[config.mk]
export PLATFORM = sky130hd
export DESIGN_NAME = store_drain_buffer
export DESIGN_NICKNAME = d
export VERILOG_FILES = /design/src/rtl/store_drain_buffer.sv
export SDC_FILE = /design/constraint.sdc
export NUM_CORES = 1
export LEC_CHECK = 0
export ABC_AREA = 1
export BUFFER_PORTS_ARGS = -buffer_cell sky130_fd_sc_hd__buf_2
export CAP_MARGIN = 20
export CORE_MARGIN = 2
export CORE_UTILIZATION = 53
export CTS_CLUSTER_SIZE = 10
export DETAILED_ROUTE_END_ITERATION = 8
export GPL_TIMING_DRIVEN = 0
export PLACE_DENSITY_LB_ADDON = 0.25
export REMOVE_ABC_BUFFERS = 1
export SETUP_SLACK_MARGIN = 0.1
export SYNTH_ARGS = -nofsm -noshare
export SYNTH_HDL_FRONTEND = slang
export SYNTH_SLANG_ARGS = --single-unit
[constraint.sdc]
create_clock -name clk -period 5.5 [get_ports clk]
set_clock_uncertainty 0.15 [all_clocks]
set_input_delay 0.825 -clock clk [delete_from_list [all_inputs] [get_ports clk]]
set_output_delay 0.825 -clock clk [all_outputs]
set_load 0.01 [all_outputs]
[src/rtl/store_drain_buffer.sv]
// Store drain buffer: captures every core store into a circular FIFO and drains it over valid/ready.
// Optional macro STORE_MERGE_EN merges a store into the newest entry when the addresses match.
module store_drain_buffer #(
  parameter int DEPTH  = 8,
  parameter int ADDR_W = 32,
  parameter int DATA_W = 32
) (
  input  logic                       clk,
  input  logic                       rst,
  input  logic                       mem_we,
  input  logic [ADDR_W-1:0]          mem_addr,
  input  logic [DATA_W-1:0]          mem_data,
  output logic                       out_valid,
  input  logic                       out_ready,
  output logic [ADDR_W-1:0]          out_addr,
  output logic [DATA_W-1:0]          out_data,
  output logic [$clog2(DEPTH):0]     count,
  output logic                       full,
  output logic                       empty,
  output logic                       overflow,
  input  logic                       overflow_clr
);

  localparam int PW = $clog2(DEPTH);
  localparam int CW = PW + 1;

  logic [ADDR_W-1:0] addr_mem [DEPTH];
  logic [DATA_W-1:0] data_mem [DEPTH];

  logic [PW-1:0] wr_ptr;
  logic [PW-1:0] rd_ptr;
  logic [CW-1:0] count_q;
  logic          overflow_q;

  logic push;
  logic pop;
  logic drop;
  logic merge;

  assign empty     = (count_q == '0);
  assign full      = (count_q == CW'(DEPTH));
  assign count     = count_q;
  assign overflow  = overflow_q;
  assign out_valid = !empty;
  assign out_addr  = addr_mem[rd_ptr];
  assign out_data  = data_mem[rd_ptr];

  assign pop = out_valid && out_ready;

`ifdef STORE_MERGE_EN
  logic [PW-1:0] newest_idx;
  assign newest_idx = wr_ptr - PW'(1);
  // With a single entry the newest is also the head; if it is leaving we must allocate instead.
  assign merge = mem_we && !empty && (addr_mem[newest_idx] == mem_addr)
                 && !(pop && (count_q == CW'(1)));
`else
  assign merge = 1'b0;
`endif

  assign push = mem_we && !merge && (!full || pop);
  assign drop = mem_we && !merge && full && !pop;

  always_ff @(posedge clk or posedge rst) begin
    if (rst) begin
      wr_ptr     <= '0;
      rd_ptr     <= '0;
      count_q    <= '0;
      overflow_q <= 1'b0;
    end else begin
      if (push) wr_ptr <= wr_ptr + PW'(1);
      if (pop)  rd_ptr <= rd_ptr + PW'(1);

      case ({push, pop})
        2'b10:   count_q <= count_q + CW'(1);
        2'b01:   count_q <= count_q - CW'(1);
        default: count_q <= count_q;
      endcase

      // A drop in the same cycle as a clear must leave the flag set.
      if (drop)              overflow_q <= 1'b1;
      else if (overflow_clr) overflow_q <= 1'b0;
    end
  end

  // Storage carries no reset; contents are only observed while out_valid is high.
  always_ff @(posedge clk) begin
    if (push) begin
      addr_mem[wr_ptr] <= mem_addr;
      data_mem[wr_ptr] <= mem_data;
    end
`ifdef STORE_MERGE_EN
    else if (merge) begin
      data_mem[newest_idx] <= mem_data;
    end
`endif
  end

endmodule

==> results of run 1 <==
metrics by stage:
step	worst slack (ps)	power, mW	hold slack, ps	util (%)
floorplan	-3080	7.96	343	-
global placement	-10930	9.39	359	55.7
detailed placement	1670	9.64	373	57.9
CTS	1030	12.9	65.0	61.8
global route	810	13.6	101	61.8
finish	1090	12.8	75.2	61.8
cells by family (layout without fill, tap and decap cells):
| logic type | count (synthesis) | in the layout |
|---|---|---|
| AND/OR/NAND/NOR | 623 | 623 |
| flip-flops | 523 | 523 |
| AO/OA/AOI/OAI | 390 | 390 |
| buffers and inverters | 114 | 259 |
| XOR/XNOR | 6 | 6 |
| adder cells (fa/ha/maj) | 5 | 5 |
sequential cells by signal, indices dropped and copies added, names as in the netlist:
name and flops:
addr_mem 256, wr_ptr 3, overflow 1, rd_ptr 3, count 4, data_mem 256
cells in the final DEF (no fill, tap or decap), drive strengths merged:
cell type  count
xnor2          3
a21oi          1
clkbuf        70
xor2           3
nor2         396
or2            1
o21ai        389
clkinvlp       1
buf          171
inv           17
nand2        221
nand3          5
ha             5
dfrtp         11
edfxtp       512
area by class of cell:
class,count,share of cell area (%)
tap,518,2.72
inverter,16,0.294
clock inverter,2,0.0682
multi-input combinational,1024,18.8
timing repair buffer,171,6.11
clock buffer,70,6.37
sequential,523,65.7
power groups by stage:
stage	logic (mW)	registers, mW	clock network [mW]
6_report	4.32	5.22	3.27
2_1_floorplan	2.47	5.49	0
3_5_place_dp	4.35	5.29	0
5_1_grt	4.87	5.26	3.48
3_3_place_gp	3.60	5.80	0
4_1_cts	4.37	5.22	3.33
per-layer routing:
layer | vias up | global-route usage [%] | wire, um
met5 | - | 0 | 28
met4 | 4 | 7.06 | 948
met3 | 83 | 4.13 | 2730
met2 | 366 | 35.0 | 20900
met1 | 6161 | 30.1 | 19300
li1 | 6105 | - | -
worst min-delay path by stage:
stage	endpoint	slack [ps]	cells past startpoint
after floorplan	wr_ptr[0]	340	2
after global placement	wr_ptr[0]	360	2
after detailed placement	overflow	370	2
after CTS	wr_ptr[1]	70	2
after global routing	count[2]	100	2
final	count[2]	80	2
==> flow_metrics.py, run 1 <==
metrics = {
    "setup_path": {
        "worstPathMaxFanout": 130,
        "startpoint": "rd_ptr[0]",
        "cp_data_arrival_time_ps": 3430,
        "reg2reg_depth": 11,
        "start_kind": "flip-flop",
        "crit_chain": "buf_16, inv_8, buf_16, nor2_1, o21ai_0, nand2_1, nand2_1, buf_2",
        "reg2reg_to": "addr_mem[5][2]",
        "worstSetupEndpoint": "out_data[2]",
        "r2r_slack_ps": 2610,
        "worstSetupPathType": "reg2out",
        "required_ps": 4530,
        "crit_path_end_kind": "output port",
        "cpLargestDelayFamily": "buffers and inverters",
        "r2r-start": "count[2]",
        "cp_slowest_cell": "dfrtp_4",
        "cp.depth": 8,
        "critPathBufInv": 4,
        "critPathMaxStageDelay_ps": 740,
    },
    "layout": {
        "drive_gt1_share_pct": 13.6,
        "multi_input_area_mm2": 0.00447,
        "nFillCells": 2925,
        "finalInstanceArea_mm2": 0.0238,
        "synthToLayoutAreaGrowth_pct": 15.6,
        "layout.nets": 1868,
        "num_antenna_cells": 0,
        "regArea_mm2": 0.0157,
        "instances_no_fill": 2324,
    },
    "synth": {
        "syn-cell-area_mm2": 0.0206,
        "synth_common_cells": "edfxtp_1 (512), nor2_1 (396), o21ai_0 (266), nand2_1 (221), o21ai_1 (123)",
        "syn_area_per_cell_um2": 12.4,
        "yosysTopAreaCell": "edfxtp_1",
        "synth.distinct_cells": 22,
        "yosys.area_share.simple_pct": 11.4,
        "yosys.area_share.adder_pct": 0.303,
        "async_flop_share_pct": 2.10,
        "synth_top_area_share_pct": 74.6,
        "synth-xor-area-share_pct": 0.255,
        "yosysSeqAreaShare_pct": 75.9,
        "synthFlopType": "edfxtp_1",
        "synth.area.mux_share_pct": 0,
        "synth_compound_area_share_pct": 9.46,
        "synth.most_common_cell": "edfxtp_1",
        "netlist_top_cells_area": "edfxtp_1 (75%), nor2_1 (7.2%), o21ai_0 (6.5%)",
        "synth_cells": 1661,
        "synth_top_family_by_area": "simple AND/OR/NAND/NOR gates",
        "synth_enable_flop_cells": 512,
        "ys_ff_latch": 523,
        "synth_warnings": 0,
    },
    "hold_path": {
        "hp-class": "in2async",
    },
    "die": {
        "row_count": 72,
        "die_h_um": 201,
        "initial_core_util_pct": 53.5,
        "ios": 141,
        "core_mm2": 0.0386,
        "die_w_um": 201,
        "dieArea_mm2": 0.0405,
    },
    "routing": {
        "totalWireLength_mm": 43.8,
        "wire_per_inst_um": 18.9,
        "vias_per_cell": 5.47,
        "drt_iter0_drc": 1246,
        "drt-pass1-iter-count": 5,
        "drc": 0,
        "num_vias": 12719,
        "ant_nets": 0,
    },
    "timing": {
        "rsz0062_at_grt": "false",
        "max_freq_mhz": 227,
        "setup_violations": 0,
        "worstMarginPinSlew_ps": 1020,
        "fin_crit_ps": 4410,
        "hold_viol": 0,
        "drv_slew": 0,
        "post-route-period-util_pct": 80.2,
        "final.setup.tns_ps": 0,
        "maxSlewHeadroom_pct": 32.0,
    },
    "clocking": {
        "clk_pin_slew_worst_paths_ps": 60,
        "root_buffer": "clkbuf_16",
        "cts_hold_buf": 0,
        "clock_latency_ps": 590,
        "cts.path.max_buffers": 3,
        "htree_levels": 2,
        "cts_resized": 0,
        "cts.sinks": 523,
        "postCtsSetupRepairBufs": 0,
        "cts_tree": "yes",
        "cts_buffers": 58,
    },
    "power": {
        "clkPwrFrac_pct": 25.6,
        "power_frac_seq_pct": 40.7,
        "p_per_area_mw_per_mm2": 537,
        "peakVddDrop_uv": 448,
        "p_sw_mw": 4.52,
        "p_leak_nw": 8.37,
        "p_int_mw": 8.29,
        "swShare_pct": 35.2,
        "p_comb_share_pct": 33.7,
    },
    "grt": {
        "grt-ovfl-total": 0,
        "grt_max_degree": 131,
        "first_global_vias": 12409,
        "grt_usage_pct": 21.7,
        "grt_pass1_wl_mm": 68.2,
        "antenna_found_initial": 3,
    },
    "placed_design": {
        "portBuffers": 140,
        "dp_hpwl_mm": 24.3,
        "placed_area_mm2": 0.0223,
        "routabilityCongestion": 0.720,
        "dpl.cell_count": 2252,
    },
    "outcome": {
        "status": "finished clean",
    },
    "run": {
        "maxCapViolCount": 0,
    },
}
Power figures use the tool's default switching activity.
==> run 2, diff against run 1 <==
clock period = 3.9 ns   (was 5.5 ns; I/O delays follow)
==> run 2 against run 1 <==
  * Global-route usage up 0.38 points
  * Critical path depth is the same
  * Register-to-register slack worse by 1600 ps
  * Via count increased by 0.44%
  * Sequential share of layout area is 0.21 points lower
  * Critical path type unchanged
  * Largest power group unchanged
==> flow_metrics.py, run 2 (synthesized netlist as in run 1, its figures left out) <==
metrics = {
    "setup_path": {
        "required_ps": 3160,
        "reg2reg_to": "addr_mem[5][2]",
        "startpoint": "rd_ptr[0]",
        "cp.depth": 8,
        "worstPathMaxFanout": 69,
        "r2r-start": "count[2]",
        "reg2reg_depth": 11,
        "start_kind": "flip-flop",
        "crit_path_end_kind": "output port",
        "worstSetupPathType": "reg2out",
        "cpLargestDelayFamily": "buffers and inverters",
        "cp_data_arrival_time_ps": 2790,
        "critPathBufInv": 4,
        "r2r_slack_ps": 980,
        "crit_chain": "buf_16, inv_16, buf_16, nor2_1, o21ai_0, nand2_1, nand2_1, buf_2",
        "cp_slowest_cell": "dfrtp_4",
        "worstSetupEndpoint": "out_data[2]",
        "critPathMaxStageDelay_ps": 670,
    },
    "power": {
        "p_int_mw": 11.8,
        "swShare_pct": 35.5,
        "p_sw_mw": 6.46,
        "power_frac_seq_pct": 40.2,
        "clkPwrFrac_pct": 25.3,
        "p_per_area_mw_per_mm2": 761,
        "fin_total_pwr_mw": 18.2,
        "peakVddDrop_uv": 501,
        "p_comb_share_pct": 34.4,
        "p_leak_nw": 8.40,
    },
    "hold_path": {
        "hp-class": "in2reg",
    },
    "grt": {
        "first_global_vias": 12525,
        "antenna_found_initial": 3,
        "grt_pass1_wl_mm": 69.1,
        "grt_usage_pct": 22.1,
        "grt_max_degree": 88,
        "grt-ovfl-total": 0,
    },
    "timing": {
        "fin_crit_ps": 3520,
        "max_freq_mhz": 284,
        "maxSlewHeadroom_pct": 33.0,
        "rsz0062_at_grt": "false",
        "setup_slack_ps": 378,
        "drv_slew": 0,
        "post-route-period-util_pct": 90.3,
        "hold_viol": 0,
        "worstMarginPinSlew_ps": 1000,
        "setup_violations": 0,
    },
    "clocking": {
        "cts_buffers": 58,
        "htree_levels": 2,
        "cts.path.max_buffers": 3,
        "cts.sinks": 523,
        "clock_latency_ps": 590,
        "clk_pin_slew_worst_paths_ps": 50,
        "root_buffer": "clkbuf_16",
        "cts_tree": "yes",
    },
    "routing": {
        "totalWireLength_mm": 44.7,
        "ant_nets": 0,
        "drc": 0,
        "vias_per_cell": 5.49,
        "num_vias": 12775,
        "wire_per_inst_um": 19.2,
        "drt-pass1-iter-count": 5,
        "drt_iter0_drc": 1152,
    },
    "run": {
        "maxCapViolCount": 0,
    },
    "layout": {
        "synthToLayoutAreaGrowth_pct": 16.0,
        "layout_common_cells": "edfxtp_1 (512), nor2_1 (388), o21ai_0 (266)",
        "drive_gt1_share_pct": 13.8,
        "num_antenna_cells": 0,
        "nFillCells": 2918,
        "layout.nets": 1872,
        "final_common_cell": "edfxtp_1",
        "regArea_mm2": 0.0157,
        "finalInstanceArea_mm2": 0.0239,
        "multi_input_area_mm2": 0.00447,
        "instances_no_fill": 2328,
    },
    "die": {
        "die_h_um": 201,
        "dieArea_mm2": 0.0405,
        "initial_core_util_pct": 53.5,
        "core_mm2": 0.0386,
        "ios": 141,
        "die_w_um": 201,
        "row_count": 72,
    },
    "placed_design": {
        "dp_hpwl_mm": 24.3,
        "routabilityCongestion": 0.720,
        "dpl.cell_count": 2252,
        "portBuffers": 140,
        "placed_area_mm2": 0.0223,
        "place_ws_ps": 314,
    },
    "outcome": {
        "status": "finished clean",
    },
}
[run 2: cell count changes in the layout (fill, tap and decap cells not counted)]
| cell | delta |
|---|---|
| buf_12 | +1 |
| buf_16 | +1 |
| dlygate4sd3_1 | +1 |
| inv_16 | +1 |
| inv_6 | +1 |
| inv_8 | -1 |
[run 2: area by class of cell]
cell class | instances | share of cell area (%)
Clock buffer | 70 | 6.35
Tap cell | 518 | 2.71
Clock inverter | 2 | 0.0680
Timing Repair Buffer | 174 | 6.33
Multi-Input combinational cell | 1024 | 18.7
Timing Repair inverter | 1 | 0.0366
Sequential cell | 523 | 65.5
Inverter | 16 | 0.330
[run 2: per-layer routing]
layer,vias up,global-route usage [%],wire length (um)
li1,6112,-,-
met1,6207,30.6,19600
met2,363,35.6,21300
met3,89,4.18,2820
met4,4,7.33,1020
met5,-,0,26
[run 2: power by group through the flow]
| stage | Combinational [mW] | Clock [mW] | Sequential, mW |
|---|---|---|---|
| final | 6.27 | 4.62 | 7.32 |
| after floorplan | 3.49 | 0 | 7.74 |
| after CTS | 6.27 | 4.70 | 7.36 |
| after global routing | 7.05 | 4.91 | 7.39 |
| after global placement | 4.19 | 0 | 7.97 |
| after detailed placement | 6.14 | 0 | 7.47 |
[run 2: stage by stage]
step                util [%]   TNS, ps  hold slack (ps)
floorplan                  -   -551160              287
global placement        55.7  -2564670              359
detailed placement      57.9         0              373
CTS                     62.0         0             10.0
global route            62.0         0             34.4
finish                  62.0         0             33.6
[run 2: worst min-delay path by stage]
stage | startpoint | end | slack [ps] | cells past startpoint
6_report | overflow_clr | overflow | 30 | 2
2_1_floorplan | rst | count[0] | 290 | 1
5_1_grt | overflow_clr | overflow | 30 | 2
4_1_cts | overflow_clr | overflow | 10 | 2
3_5_place_dp | overflow | overflow | 370 | 2
3_3_place_gp | wr_ptr[0] | wr_ptr[0] | 360 | 2
[run 2: what timing repair did]
action / in CTS / in global routing
setup buffers: 0 / 1
gates resized for setup: 2 / 1
setup endpoints to repair: 33 / 32
hold endpoints to repair: 11 / 0
hold buffers: 1 / 0
cloned: 2 / 0
==> run 3, diff against run 2 <==
--- a/config.mk
+++ b/config.mk
@@ -11,3 +11,3 @@
 export CORE_MARGIN = 2
-export CORE_UTILIZATION = 53
+export CORE_UTILIZATION = 31
 export CTS_CLUSTER_SIZE = 10
==> constraint.sdc (replaced) <==
create_clock -name clk -period 3.9 [get_ports clk]
set_clock_uncertainty 0.15 [all_clocks]
set_input_delay 0.195 -clock clk [delete_from_list [all_inputs] [get_ports clk]]
set_output_delay 0.195 -clock clk [all_outputs]
set_load 0.01 [all_outputs]
==> run 3 against run 2 <==
  * Maximum frequency rose by 2.7%
  * Largest cell class unchanged
  * Hold slack better by 230 ps
  * Clock-buffer cell count is 3 higher
  * Flip-flop and latch count unchanged
  * Combinational power is 3% higher
  * Highest routed layer unchanged
  * Utilization decreased by 24 points
  * Die area rose by 69%
  * Via count grew 1.2%
==> flow_metrics.py, run 3 (synthesized netlist as in run 1, its figures left out) <==
metrics = {
    "outcome": {
        "status": "finished clean",
    },
    "timing": {
        "rsz0062_at_grt": "false",
        "fin_crit_ps": 3430,
        "hold_viol": 0,
        "worstMarginPinSlew_ps": 952,
        "drv_slew": 0,
        "maxSlewHeadroom_pct": 36.4,
        "final.setup.tns_ps": 0,
        "post-route-period-util_pct": 88.0,
        "fin_hold_ws_ps": 262,
        "setup_violations": 0,
        "max_freq_mhz": 291,
    },
    "die": {
        "ios": 141,
        "row_count": 94,
        "dieArea_mm2": 0.0686,
        "die_w_um": 262,
        "core_mm2": 0.0659,
        "initial_core_util_pct": 31.3,
        "die_h_um": 262,
    },
    "grt": {
        "first_global_vias": 12840,
        "antenna_found_initial": 6,
        "grt-ovfl-total": 0,
        "grt_usage_pct": 14.5,
        "grt_max_degree": 128,
        "grt_pass1_wl_mm": 75.5,
    },
    "hold_path": {
        "min_path_cells": 2,
        "holdPathEnd": "addr_mem[4][8]",
        "hp-class": "in2reg",
        "worstHoldStart": "mem_addr[8]",
    },
    "routing": {
        "drt_iter0_drc": 687,
        "drt-pass1-iter-count": 5,
        "drc": 0,
        "wl_met2_mm": 23.6,
        "route.met3.wl_mm": 2.37,
        "totalWireLength_mm": 50.2,
        "ant_nets": 0,
        "highest_layer": "met5",
        "wl_met1_mm": 23.3,
        "num_vias": 12932,
        "wire_per_inst_um": 18.2,
        "vias_per_cell": 4.70,
    },
    "clocking": {
        "clk_pin_slew_worst_paths_ps": 60,
        "htree_levels": 2,
        "clock_latency_ps": 590,
        "cts_tree": "yes",
        "root_buffer": "clkbuf_16",
        "cts.path.max_buffers": 3,
        "cts.sinks": 523,
        "cts_buffers": 59,
    },
    "placed_design": {
        "dpl.cell_count": 2599,
        "dp_hpwl_mm": 27.4,
        "routabilityCongestion": 0.693,
        "placed_area_mm2": 0.0227,
        "portBuffers": 140,
    },
    "setup_path": {
        "cp_slowest_cell": "dfrtp_4",
        "required_ps": 3560,
        "reg2reg_to": "data_mem[1][3]",
        "reg2reg_depth": 10,
        "worstPathMaxFanout": 127,
        "crit_chain": "buf_16, inv_16, bufbuf_16, nor2_1, o21ai_0, nand2_1, nand2_1, buf_2",
        "worstSetupPathType": "reg2out",
        "crit_top_cell": "nand2_1",
        "r2r-start": "count[2]",
        "r2r_slack_ps": 900,
        "start_kind": "flip-flop",
        "crit_path_end_kind": "output port",
        "critPathMaxStageDelay_ps": 700,
        "cp_data_arrival_time_ps": 3090,
    },
    "layout": {
        "finalInstanceArea_mm2": 0.0251,
        "layout.nets": 1942,
        "layout_common_cells": "edfxtp_1 (512), nor2_1 (388), o21ai_0 (266)",
        "drive_gt1_share_pct": 13.4,
        "instances_no_fill": 2753,
        "final_common_cell": "edfxtp_1",
        "synthToLayoutAreaGrowth_pct": 21.8,
    },
    "run": {
        "maxCapViolCount": 0,
    },
    "power": {
        "p_leak_nw": 8.73,
        "peakVddDrop_uv": 393,
        "p_per_area_mw_per_mm2": 740,
        "fin_total_pwr_mw": 18.6,
    },
}
[run 3: cell count changes in the layout (fill, tap and decap cells not counted), moves of 2 or more]
cell / before / now
diode_2: 0 / 5
buf_12: 14 / 20
clkinv_1: 0 / 2
buf_16: 19 / 13
dlygate4sd3_1: 1 / 70
clkbuf_16: 59 / 61
inv_6: 2 / 0
[run 3: power breakdown]
group	total, mW	internal, mW	switching [mW]
Clock	4.87	2.85	2.02
Sequential	7.28	6.93	0.343
Combinational	6.45	2.18	4.27
[run 3: critical path: cells and delay by family, from the launching register on]
kind / cells / cell delay [ps]
AND/OR/NAND/NOR: 3 / 220
buffers and inverters: 4 / 1300
flip-flops: 1 / 700
AO/OA/AOI/OAI: 1 / 180
[run 3: how the worst max path moves through the flow]
stage / cells after the start / start / end / slack, ps
after floorplan: 5 / rd_ptr[0] / out_data[30] / -4050
after global placement: 6 / rd_ptr[0] / out_addr[14] / -13490
after detailed placement: 8 / rd_ptr[0] / out_addr[29] / 580
after CTS: 8 / rd_ptr[0] / out_addr[13] / 160
after global routing: 8 / rd_ptr[0] / out_data[22] / 210
final: 8 / rd_ptr[0] / out_data[14] / 470
[run 3: final cells by class]
cell class,count,area [um^2]
well taps,864,1080
repair buffers,244,2190
diodes,5,12.5
flip-flops and latches,523,15700
clock buffers,73,1580
multi-input cells,1024,4470
inverters,16,78.8
clock inverters,4,42.5
fillers,6335,40700
[run 3: metal layers]
layer | track usage [%] | up-vias
li1 | - | 6255
met1 | 19.8 | 6372
met2 | 23.8 | 227
met3 | 3.13 | 72
met4 | 3.37 | 6
met5 | 0 | -
[run 3: metrics by stage]
step	util [%]	worst slack [ps]
after floorplan	-	-4050
after global placement	33.3	-13490
after detailed placement	34.5	580
after CTS	38.1	163
after global routing	38.1	211
final	38.1	469
[run 3: repair_timing]
| action | CTS | global route |
|---|---|---|
| hold buffers | 70 | 0 |
| hold endpoints to repair | 530 | 0 |
| gates resized for setup | 1 | 1 |
| gates cloned | 1 | 0 |
| buffers inserted | 0 | 1 |
| setup endpoints to repair | 33 | 27 |
